===== config.mk =====
export PLATFORM = sky130hd
export DESIGN_NAME = prog_loader
export DESIGN_NICKNAME = d
export VERILOG_FILES = /design/src/rtl/prog_loader.sv
export SDC_FILE = /design/constraint.sdc
export NUM_CORES = 1
export LEC_CHECK = 0
export BUFFER_PORTS_ARGS = -buffer_cell sky130_fd_sc_hd__buf_2
export CORE_ASPECT_RATIO = 0.6
export CORE_MARGIN = 2
export CORE_UTILIZATION = 35
export CTS_CLUSTER_DIAMETER = 150
export DETAILED_ROUTE_END_ITERATION = 12
export PLACE_DENSITY_LB_ADDON = 0.3
export SLEW_MARGIN = 15
export SYNTH_ARGS = -nofsm -noshare
export SYNTH_HDL_FRONTEND = slang
export SYNTH_SLANG_ARGS = --single-unit
export TNS_END_PERCENT = 1

===== constraint.sdc =====
create_clock -name clk -period 2 [get_ports clk]
set_input_delay 0 -clock clk [delete_from_list [all_inputs] [get_ports clk]]
set_output_delay 0 -clock clk [all_outputs]
set_load 0.01 [all_outputs]

===== src/rtl/prog_loader.sv =====
// Program image loader: takes a length/payload/checksum byte frame and writes
// the payload into the CPU RAM write port, holding the CPU in reset until a good image lands.
module prog_loader #(
    parameter int ADDR_W = 8,
    parameter logic [ADDR_W-1:0] BASE_ADDR = '0
) (
    input  logic              clk,
    input  logic              rst,
    input  logic              start,
    input  logic              in_valid,
    input  logic [7:0]        in_data,
    output logic              in_ready,
    output logic [ADDR_W-1:0] ld_addr,
    output logic [7:0]        ld_data,
    output logic              ld_we,
    output logic              cpu_rst_hold,
    output logic              done,
    output logic              err
);

    typedef enum logic [2:0] {
        S_IDLE,
        S_LEN,
        S_DATA,
        S_CSUM,
        S_DONE,
        S_ERR
    } state_t;

    state_t     state;
    state_t     state_nxt;
    logic [8:0] count;
    logic [7:0] sum;
    logic       accept;

    function automatic logic [7:0] sum_mod256(input logic [7:0] a, input logic [7:0] b);
        return a + b;
    endfunction

    assign accept = in_valid && in_ready;

    always_comb begin
        state_nxt = state;
        case (state)
            S_IDLE: if (start) state_nxt = S_LEN;
            S_LEN:  if (accept) state_nxt = S_DATA;
            S_DATA: if (accept && count == 9'd1) state_nxt = S_CSUM;
            S_CSUM: if (accept) state_nxt = (in_data == sum) ? S_DONE : S_ERR;
            S_DONE: if (start) state_nxt = S_LEN;
            S_ERR:  if (start) state_nxt = S_LEN;
            default: state_nxt = S_IDLE;
        endcase
    end

    always_ff @(posedge clk) begin
        if (rst) begin
            state        <= S_IDLE;
            in_ready     <= 1'b0;
            ld_we        <= 1'b0;
            ld_addr      <= BASE_ADDR;
            ld_data      <= 8'd0;
            cpu_rst_hold <= 1'b1;
            done         <= 1'b0;
            err          <= 1'b0;
            count        <= 9'd0;
            sum          <= 8'd0;
        end else begin
            state    <= state_nxt;
            // in_ready follows the state being entered, so it is valid on the first LEN cycle
            in_ready <= (state_nxt == S_LEN) || (state_nxt == S_DATA) || (state_nxt == S_CSUM);
            ld_we    <= 1'b0;

            // Address holds during the write cycle, then post-increments (wraps naturally)
            if (ld_we) ld_addr <= ld_addr + ADDR_W'(1);

            if (start && (state == S_DONE || state == S_ERR)) begin
                done         <= 1'b0;
                err          <= 1'b0;
                cpu_rst_hold <= 1'b1;
            end

            if (accept) begin
                case (state)
                    S_LEN: begin
                        count   <= (in_data == 8'd0) ? 9'd256 : {1'b0, in_data};
                        sum     <= 8'd0;
                        ld_addr <= BASE_ADDR;
                    end
                    S_DATA: begin
                        ld_data <= in_data;
                        ld_we   <= 1'b1;
                        sum     <= sum_mod256(sum, in_data);
                        count   <= count - 9'd1;
                    end
                    S_CSUM: begin
                        if (in_data == sum) begin
                            done         <= 1'b1;
                            err          <= 1'b0;
                            cpu_rst_hold <= 1'b0;
                        end else begin
                            done <= 1'b0;
                            err  <= 1'b1;
                        end
                    end
                    default: ;
                endcase
            end
        end
    end

endmodule


==> summary.md, run 1 <==
| Metric | Value |
|---|---|
| Outcome | completed |
| Total overflow reported by the global router | 0 |
| Clock buffer count from CTS | 5 |
| Final hold violation count | 0 |
| CTS clock-pin slew for the worst setup and hold paths | 80 ps |
| Number of antenna-violating nets in the routed design | 0 |
| Final antenna diode count | 0 |
| Transition time at the pin with the least slew margin | 470 ps |
| FF+latch area | 821 µm² |
| Reg-to-reg slack, setup | 150 ps |
| Hold/Removal Path Class | in2reg |
| Htree depth | 2 |
| Maximum cell stage delay along the critical path | 530 ps |
| Synth area leaders | sky130_fd_sc_hd__dfxtp_1 (37%), sky130_fd_sc_hd__nor2_1 (6.2%), sky130_fd_sc_hd__ha_1 (5.6%), sky130_fd_sc_hd__nand2_1 (5.5%), sky130_fd_sc_hd__a21oi_1 (4.5%) |
| Core utilization of the finished layout | 43.6% |
| Initial antenna violation count | 0 |
| Worst flop-to-flop path endpoint | sum[7] |
| Source of the worst register-to-register timing path | sum[4] |
| Yosys reg bits | 41 |
| Type of destination of the critical path | flop |
| R2r worst-path depth | 6 |
| Number of global-route vias before repair | 1844 |
| Type of the setup path with the least slack | in2reg |
| Post-route fraction of the period consumed by the critical path | 94.0% |
| First-pass DRT Iterations | 4 |
| Main flop type after synthesis | sky130_fd_sc_hd__dfxtp_1 |
| Post-Synthesis Mean Instance Area | 8.30 µm² |
| Smallest hold slack | 19.3 ps |
| Clk_skew | 8.96 ps |
| IO buf count | 32 |
| Global-route wire length before repair | 9.31 mm |
| Global routing usage summed across all routing layers | 17.1% |
| Drt initial violations | 127 |
| Post-route total power | 1740 µW |
| Hold Crit Depth | 4 |
| Non-Filler Cell Area, Final | 2670 µm² |
| Worst-case vdd ir drop | 0.000305 V |
| Seq/Total Area, Yosys | 36.8% |
| Pin count of the biggest net entering global routing | 24 |
| Crit-path slowest cell | sky130_fd_sc_hd__dlygate4sd3_1 |
| Min setup slack post-route | 121 ps |
| Top achievable clock speed | 532 MHz |
| Cell Rows | 22 |
| Launch point of the worst path | in_data[0] |
| Chip height | 65.9 µm |
| Die outline area | 7050 µm² |
| DRC | 0 |
| Setup violators final | 0 |
| Post-synth design cell area | 2230 µm² |
| Distinct cell type count of the synthesized netlist | 52 |
| Leakage component of the power | 0.00108 µW |
| Max Root-Sink Buffers | 2 |
| CTS tree | built |
| Capturing instance or port of the critical path | sum[6] |
| Crit path cell chain | dlygate4sd3_1 > buf_2 > ha_1 > fa_2 > a21o_1 > a21o_1 > a21oi_2 > mux2i_1 > nand2_1 |
| Most common cell type on the critical path | sky130_fd_sc_hd__a21o_1 |
| I/O pin total | 33 |
| Area of the multi-input gates | 1340 µm² |
| Detailed-route via count | 2067 |
| HPWL Detailed | 4.20 mm |
| Routed WL | 5.76 mm |
| Initial core utilization | 36.4% |
| Syn_nets | 292 |
| EDFF count, synth | 0 |
| Die Width | 107 µm |
| Sink count of the clock tree | 41 |
| Core area | 6140 µm² |
| Crit-path max FO | 4 |
| Max-slew violation count | 0 |
| Cell type with the largest total area after synthesis | sky130_fd_sc_hd__dfxtp_1 |
| Avg WL per Cell | 14.6 µm |
| Drt via density | 5.26 |
| Worst slack after detailed placement | 22.7 ps |
| Final critical-path required period | 1880 ps |
| Worst setup SP type | input port |
| Synthesized netlist cell count | 269 |
| Fraction of final layout cells sized beyond drive strength 1 | 21.7% |
| Layout Nets | 331 |
| Arrival time of data at the critical path endpoint | 2080 ps |
| Number of warnings reported in the yosys synthesis log | 0 |
| Ys async rst share | 0% |
| Fill cell instance count of the final layout | 619 |
| Area growth from synthesis to layout | 19.8% |
| Power density cells | 652 nW/µm² |
| Skew-Pair Late Insertion Delay | 300 ps |
| DP Area | 2490 µm² |
| Proportion of netlist area held by the largest area contributor | 36.8% |
| Final weighted congestion in routability-driven placement | 0.824 |
| Relative slew slack | 68.7% |
| CTS root buffer | sky130_fd_sc_hd__clkbuf_8 |
| Required time of the critical path | 2200 ps |
| Max cap viols | 0 |
cell families after synthesis:
logic type | synth area share [%]
XOR/XNOR | 5.89
multiplexers | 1.40
AO/OA/AOI/OAI | 19.3
buffers and inverters | 4.32
AND/OR/NAND/NOR | 25.8
flip-flops | 36.8
adder cells (fa/ha/maj) | 6.50
power breakdown:
part,switching (µW),internal [µW],total (µW),leakage (µW)
registers,15.3,828,843,0.000331
logic,115,82.7,198,0.000694
clock network,297,406,703,0.0000574
total,428,1320,1740,0.00108
synth_stat cells (all sizes together) (3+ instances only):
cell	number
nand3	9
a22oi	7
clkbuf	5
a221oi	3
nor4	3
nand4	5
nor2	38
or3b	3
inv	4
nand2	33
a2bb2oi	3
and3	3
ha	10
dfxtp	41
o21ai	9
a21o	4
xnor2	5
a21oi	20
nor3	9
xor2	10
buf	9
a31oi	6
placed cells by master (no fill, tap or decap), types with 3 or more instances in the layout:
cell type	netlist	layout
sky130_fd_sc_hd__and3_1	3	3
sky130_fd_sc_hd__nor3_1	9	9
sky130_fd_sc_hd__buf_4	2	10
sky130_fd_sc_hd__a2bb2oi_1	3	3
sky130_fd_sc_hd__dlygate4sd3_1	0	4
sky130_fd_sc_hd__dfxtp_1	41	41
sky130_fd_sc_hd__nor4_1	3	3
sky130_fd_sc_hd__nor2_1	37	37
sky130_fd_sc_hd__clkbuf_8	0	6
sky130_fd_sc_hd__nand4_1	5	5
sky130_fd_sc_hd__xnor2_1	5	5
sky130_fd_sc_hd__o21ai_0	8	8
sky130_fd_sc_hd__ha_1	10	9
sky130_fd_sc_hd__buf_2	5	32
sky130_fd_sc_hd__a31oi_1	6	6
sky130_fd_sc_hd__inv_1	4	4
sky130_fd_sc_hd__nand3_1	9	9
sky130_fd_sc_hd__a22oi_1	7	7
sky130_fd_sc_hd__nand2_1	33	33
sky130_fd_sc_hd__xor2_1	10	10
sky130_fd_sc_hd__a21o_1	4	4
sky130_fd_sc_hd__a21oi_1	20	19
repair_timing:
item / 4_1_cts / 5_1_grt
endpoints found under the setup margin: 0 / 3
setup buffers: 0 / 0
resized for setup: 0 / 5
hold buffers: 4 / 0
hold endpoints to repair: 4 / 0
final cells by class:
type / instances / share of cell area (%)
clock buffers: 6 / 3.09
well taps: 84 / 3.93
multi-input cells: 210 / 50.0
clock inverters: 2 / 1.40
repair buffers: 46 / 10.3
flip-flops and latches: 41 / 30.7
inverters: 4 / 0.562
critical path: cells and delay by family:
family,cells,cell delay (ps)
multiplexers,1,190
buffers and inverters,2,690
adder cells (fa/ha/maj),2,600
AND/OR/NAND/NOR,1,60
AO/OA/AOI/OAI,3,550
per-stage QoR:
stage                     TNS (ps)  cells
after global placement           0    381
after global routing         -9.28    393
final                            0    393
after floorplan                  0    269
after detailed placement         0    381
after CTS                        0    393
per-layer routing:
| layer | global-route usage [%] | vias to the layer above | part of all wire (%) |
|---|---|---|---|
| li1 | - | 1040 | - |
| met1 | 26.5 | 960 | 51 |
| met2 | 22.9 | 59 | 39 |
| met3 | 4.14 | 8 | 8.6 |
| met4 | 4.38 | 0 | 0.94 |
| met5 | 0 | - | 0 |
worst min-delay path by stage:
stage	start	slack [ps]	end
2_1_floorplan	in_data[0]	140	ld_data[0]
3_3_place_gp	in_data[4]	300	ld_data[4]
3_5_place_dp	in_data[4]	310	ld_data[4]
4_1_cts	in_data[6]	6	ld_data[6]
6_report	start	20	state[2]
5_1_grt	in_data[6]	20	ld_data[6]
sequential cells by signal (all words and copies together), names as in the netlist:
| signal | cells |
|---|---|
| err | 1 |
| sum | 8 |
| done | 1 |
| count | 9 |
| ld_data | 8 |
| ld_we | 1 |
| in_ready | 1 |
| cpu_rst_hold | 1 |
| state | 3 |
| ld_addr | 8 |
No activity file was read; power rests on OpenSTA's default activity.
==> run 2: changes to the inputs <==
--- a/config.mk
+++ b/config.mk
@@ -11,7 +11,6 @@
 export CORE_UTILIZATION = 35
 export CTS_CLUSTER_DIAMETER = 150
 export DETAILED_ROUTE_END_ITERATION = 12
-export PLACE_DENSITY_LB_ADDON = 0.3
 export SLEW_MARGIN = 15
 export SYNTH_ARGS = -nofsm -noshare
 export SYNTH_HDL_FRONTEND = slang
==> summary.md, run 2 (synthesis results as in run 1) <==
| Metric | Value |
|---|---|
| Type of destination of the critical path | flop (unchanged) |
| Outcome | completed (unchanged) |
| Final critical-path required period | 1920 ps (was 1880 ps) |
| Flip-flop count of the largest register after layout | 9 (unchanged) |
| Leakage component of the power | 0.00110 µW (was 0.00108 µW) |
| Post-route fraction of the period consumed by the critical path | 95.9% (was 94.0%) |
| Most frequent standard cell in the layout excluding fill and tap cells | sky130_fd_sc_hd__dfxtp_1 (unchanged) |
| RSZ-0062 raised after global routing | no |
| Initial core utilization | 36.4% (unchanged) |
| Total overflow reported by the global router | 0 (unchanged) |
| HPWL Detailed | 4.24 mm (was 4.20 mm) |
| Global-route wire length before repair | 9.71 mm (was 9.31 mm) |
| Clock buffer count from CTS | 5 (unchanged) |
| I/O pin total | 33 (unchanged) |
| Type of the setup path with the least slack | reg2reg (was in2reg) |
| Drt via density | 5.32 (was 5.26) |
| Number of antenna-violating nets in the routed design | 0 (unchanged) |
| Number of global-route vias before repair | 1845 (was 1844) |
| Min setup slack post-route | 82.6 ps (was 121 ps) |
| Top achievable clock speed | 522 MHz (was 532 MHz) |
| Biggest register | count (unchanged) |
| Core area | 6140 µm² (unchanged) |
| Required time of the critical path | 2200 ps (about the same) |
| Detailed-route via count | 2103 (was 2067) |
| Area growth from synthesis to layout | 21.7% (was 19.8%) |
| Worst slack after detailed placement | 69.4 ps (was 22.7 ps) |
| Routed WL | 5.80 mm (was 5.76 mm) |
| Sink count of the clock tree | 41 (unchanged) |
| Transition time at the pin with the least slew margin | 549 ps (was 470 ps) |
| Cell Rows | 22 (unchanged) |
| Drt initial violations | 102 (was 127) |
| Layout Nets | 333 (was 331) |
| First-pass DRT Iterations | 4 (unchanged) |
| Final antenna diode count | 0 (unchanged) |
| Final-layout setup total negative slack | 0 ps (unchanged) |
| Relative slew slack | 63.4% (was 68.7%) |
| Worst-case vdd ir drop | 0.000392 V (was 0.000305 V) |
| IO buf count | 32 (unchanged) |
| Final hold violation count | 0 (unchanged) |
| Max cap viols | 0 (unchanged) |
| Die Width | 107 µm (unchanged) |
| DRC | 0 (unchanged) |
| Fraction of final layout cells sized beyond drive strength 1 | 21.5% (was 21.7%) |
| Arrival time of data at the critical path endpoint | 2110 ps (was 2080 ps) |
| Initial antenna violation count | 0 (unchanged) |
| Setup violators final | 0 (unchanged) |
| Power density cells | 685 nW/µm² (was 652 nW/µm²) |
| Hold/Removal Path Class | in2reg (unchanged) |
| Global routing usage summed across all routing layers | 17.6% (was 17.1%) |
| CTS root buffer | sky130_fd_sc_hd__clkbuf_8 (unchanged) |
| Skew-Pair Late Insertion Delay | 300 ps (about the same) |
| Final cell count without fillers | 395 (was 393) |
| Htree depth | 2 (unchanged) |
| Chip height | 65.9 µm (unchanged) |
| Max-slew violation count | 0 (unchanged) |
| CTS tree | built (unchanged) |
| Final weighted congestion in routability-driven placement | 0.834 (was 0.824) |
| Placed Cells incl. Taps | 381 (unchanged) |
| Clk_skew | 4.87 ps (was 8.96 ps) |
| Avg WL per Cell | 14.7 µm (was 14.6 µm) |
| Crit-path max FO | 2 (was 4) |
| CTS clock-pin slew for the worst setup and hold paths | 80 ps (about the same) |
| Die outline area | 7050 µm² (unchanged) |
| Pin count of the biggest net entering global routing | 27 (was 24) |
| Commonest non-fill, non-tap cells in the layout | sky130_fd_sc_hd__dfxtp_1 (41), sky130_fd_sc_hd__nor2_1 (37), sky130_fd_sc_hd__nand2_1 (33), sky130_fd_sc_hd__buf_2 (32), sky130_fd_sc_hd__a21oi_1 (20) (was sky130_fd_sc_hd__dfxtp_1 (41), sky130_fd_sc_hd__nor2_1 (37), sky130_fd_sc_hd__nand2_1 (33), sky130_fd_sc_hd__buf_2 (32), sky130_fd_sc_hd__a21oi_1 (19)) |
| Max Root-Sink Buffers | 2 (unchanged) |
| Worst setup SP type | flop (was input port) |
## run 2: worst max-delay path: stages (launching register included)
cell and delay, ps:
sky130_fd_sc_hd__dfxtp_1 320, sky130_fd_sc_hd__ha_1 210, sky130_fd_sc_hd__fa_1 410, sky130_fd_sc_hd__a21o_1 200, sky130_fd_sc_hd__a21o_1 190, sky130_fd_sc_hd__a21oi_1 230, sky130_fd_sc_hd__mux2i_1 200, sky130_fd_sc_hd__nand2_1 60
## run 2: stage by stage
stage | area (µm²) | util [%] | total power, µW | hold WS, ps
4_1_cts | 2680 | 43.6 | 1880 | 5.46
3_3_place_gp | 2490 | 40.6 | 1050 | 299
6_report | 2720 | 44.3 | 1860 | 11.5
3_5_place_dp | 2490 | 40.6 | 1050 | 307
5_1_grt | 2720 | 44.3 | 1950 | 24.3
2_1_floorplan | 2230 | - | 991 | 136
## run 2: final timing paths
check	depth (start not counted)	startpoint	slack, ps	end
setup reg to reg	7	sum[0]	80	sum[6]
setup / recovery	7	sum[0]	80	sum[6]
hold / removal	3	in_data[0]	10	ld_data[0]
hold reg to reg	2	ld_data[7]	460	ld_data[7]
## run 2: repair_timing
item                                   CTS  global route
endpoints found under the hold margin    5             0
buffers inserted                         0             1
setup endpoints to repair                0             3
hold buffers                             5             0
gates resized for setup                  0             4
## run 2: routing by layer
layer | global-route usage, % | vias to the layer above | part of all wire, %
li1 | - | 1053 | -
met1 | 28.0 | 975 | 53
met2 | 23.1 | 68 | 39
met3 | 3.55 | 7 | 7.2
met4 | 5.19 | 0 | 1.1
met5 | 0 | - | 0
## run 2: power by group
part | internal [µW] | leakage [µW] | switching [µW]
Combinational | 84.1 | 0.000701 | 115
Clock | 503 | 0.0000687 | 317
Sequential | 828 | 0.000331 | 15.7
Total | 1410 | 0.00110 | 447
## run 2: final cells by class
type	instances	area (µm²)
fillers	625	3420
multi-input cells	210	1350
flip-flops and latches	41	821
repair buffers	48	293
well taps	84	105
clock buffers	5	68.8
clock inverters	3	68.8
inverters	4	15.0
==> run 3: changes to the inputs <==
--- a/config.mk
+++ b/config.mk
@@ -11,6 +11,7 @@
 export CORE_UTILIZATION = 35
 export CTS_CLUSTER_DIAMETER = 150
 export DETAILED_ROUTE_END_ITERATION = 12
+export RECOVER_POWER = 50
 export SLEW_MARGIN = 15
 export SYNTH_ARGS = -nofsm -noshare
 export SYNTH_HDL_FRONTEND = slang
==> summary.md, run 3 (synthesis results as in run 1) <==
| Metric | Value |
|---|---|
| Final cell count without fillers | 395 (unchanged) |
| Placed Cells incl. Taps | 381 (unchanged) |
| Arrival time of data at the critical path endpoint | 2100 ps (was 2110 ps) |
| Die Width | 107 µm (unchanged) |
| Cell Rows | 22 (unchanged) |
| Transition time at the pin with the least slew margin | 556 ps (was 549 ps) |
| CTS tree | built (unchanged) |
| Leakage component of the power | 0.00101 µW (was 0.00110 µW) |
| CTS root buffer | sky130_fd_sc_hd__clkbuf_8 (unchanged) |
| Initial core utilization | 36.4% (unchanged) |
| Final-layout setup total negative slack | 0 ps (unchanged) |
| Core utilization of the finished layout | 43.8% (was 44.3%) |
| Top achievable clock speed | 524 MHz (was 522 MHz) |
| Clock buffer count from CTS | 5 (unchanged) |
| RSZ-0062 raised after global routing | no (unchanged) |
| Worst setup SP type | flop (unchanged) |
| Detailed-route via count | 2087 (was 2103) |
| Required time of the critical path | 2200 ps (about the same) |
| Pin count of the biggest net entering global routing | 27 (unchanged) |
| Layout Nets | 333 (unchanged) |
| Fill cell instance count of the final layout | 631 (was 625) |
| I/O pin total | 33 (unchanged) |
| Type of the setup path with the least slack | reg2reg (unchanged) |
| Htree depth | 2 (unchanged) |
| Global-route wire length before repair | 9.71 mm (unchanged) |
| Hold/Removal Path Class | in2reg (unchanged) |
| Die outline area | 7050 µm² (unchanged) |
| Max-slew violation count | 0 (unchanged) |
| Total overflow reported by the global router | 0 (unchanged) |
| Min-delay src | in_data[0] (unchanged) |
| Setup violators final | 0 (unchanged) |
| Biggest register | count (unchanged) |
| Max cap viols | 0 (unchanged) |
| Crit-path max FO | 2 (unchanged) |
| Source of the worst register-to-register timing path | sum[0] (unchanged) |
| Relative slew slack | 62.9% (was 63.4%) |
| Fraction of final layout cells sized beyond drive strength 1 | 14.5% (was 21.5%) |
| Core area | 6140 µm² (unchanged) |
| Sink count of the clock tree | 41 (unchanged) |
| Final weighted congestion in routability-driven placement | 0.834 (unchanged) |
| Flip-flop count of the largest register after layout | 9 (unchanged) |
| Initial antenna violation count | 0 (unchanged) |
| Final hold violation count | 0 (unchanged) |
| Area growth from synthesis to layout | 20.4% (was 21.7%) |
| Final antenna diode count | 0 (unchanged) |
| Drt initial violations | 123 (was 102) |
| DRC | 0 (unchanged) |
| Power density cells | 692 nW/µm² (was 685 nW/µm²) |
| Outcome | completed (unchanged) |
| Chip height | 65.9 µm (unchanged) |
| Avg WL per Cell | 14.6 µm (was 14.7 µm) |
| Final critical-path required period | 1910 ps (was 1920 ps) |
| CTS clock-pin slew for the worst setup and hold paths | 80 ps (about the same) |
| Drt via density | 5.28 (was 5.32) |
| DP Area | 2490 µm² (unchanged) |
| Number of global-route vias before repair | 1845 (unchanged) |
| Clk_skew | 5.97 ps (was 4.87 ps) |
| Max Root-Sink Buffers | 2 (unchanged) |
| Launch point of the worst path | sum[0] (unchanged) |
| Number of antenna-violating nets in the routed design | 0 (unchanged) |
| Skew-Pair Late Insertion Delay | 300 ps (about the same) |
| IO buf count | 32 (unchanged) |
| Post-route fraction of the period consumed by the critical path | 95.3% (was 95.9%) |
| Commonest non-fill, non-tap cells in the layout | sky130_fd_sc_hd__dfxtp_1 (41), sky130_fd_sc_hd__nor2_1 (37), sky130_fd_sc_hd__nand2_1 (33), sky130_fd_sc_hd__clkbuf_1 (22), sky130_fd_sc_hd__a21oi_1 (20) (was sky130_fd_sc_hd__dfxtp_1 (41), sky130_fd_sc_hd__nor2_1 (37), sky130_fd_sc_hd__nand2_1 (33), sky130_fd_sc_hd__buf_2 (32), sky130_fd_sc_hd__a21oi_1 (20)) |
| Worst-case vdd ir drop | 0.000389 V (was 0.000392 V) |
| Type of destination of the critical path | flop (unchanged) |
| Most frequent standard cell in the layout excluding fill and tap cells | sky130_fd_sc_hd__dfxtp_1 (unchanged) |
| First-pass DRT Iterations | 4 (unchanged) |
| Non-Filler Cell Area, Final | 2690 µm² (was 2720 µm²) |
| Post-route total power | 1860 µW (about the same) |
| Routed WL | 5.78 mm (was 5.80 mm) |
| Global routing usage summed across all routing layers | 17.6% (unchanged) |
| HPWL Detailed | 4.24 mm (unchanged) |
run 3: changes by cell type in the layout (fill, tap and decap cells not counted):
cell,previous run,this run
sky130_fd_sc_hd__clkbuf_1,0,22
sky130_fd_sc_hd__o21ai_1,1,0
sky130_fd_sc_hd__buf_2,32,11
sky130_fd_sc_hd__buf_4,11,10
sky130_fd_sc_hd__o21ai_0,8,9
run 3: per-layer routing:
layer	up-vias	global-route usage (%)	part of all wire [%]
met5	-	0	0
met4	0	5.19	0.97
met1	966	28.0	52
met3	7	3.55	7.9
met2	61	23.1	39
li1	1053	-	-
run 3: per-stage QoR:
step	hold WS (ps)	setup WS [ps]
finish	13.5	93.1
global route	24.3	1.29
CTS	5.46	16.0
detailed placement	307	69.4
global placement	299	118
floorplan	136	242
run 3: critical path, cell delays in order (launching register included):
cell                      delay [ps]
sky130_fd_sc_hd__dfxtp_1         320
sky130_fd_sc_hd__ha_1            210
sky130_fd_sc_hd__fa_1            410
sky130_fd_sc_hd__a21o_1          200
sky130_fd_sc_hd__a21o_1          190
sky130_fd_sc_hd__a21oi_1         220
sky130_fd_sc_hd__mux2i_1         200
sky130_fd_sc_hd__nand2_1          60
run 3: worst paths after layout:
path	end	slack, ps	cells past startpoint
max	sum[6]	90	7
min	ld_data[0]	10	3
max reg2reg	sum[6]	90	7
min reg2reg	ld_data[2]	460	2
run 3: layout make-up:
class                   instances  area, µm²  area share (%)
flip-flops and latches         41        821            30.5
well taps                      84        105            3.91
clock inverters                 3       68.8            2.56
multi-input cells             210       1350            50.1
clock buffers                   5       68.8            2.56
repair buffers                 48        263            9.78
inverters                       4       15.0           0.559
run 3: power breakdown:
| part | switching, µW | internal [µW] |
|---|---|---|
| Combinational | 116 | 82.2 |
| Clock | 316 | 503 |
| Sequential | 15.7 | 828 |
run 3: repair_timing:
| action | CTS | global route |
|---|---|---|
| hold buffers | 5 | 0 |
| hold endpoints to repair | 5 | 0 |
| endpoints found under the setup margin | 0 | 3 |
| buffers inserted | 0 | 1 |
| gates resized for setup | 0 | 4 |
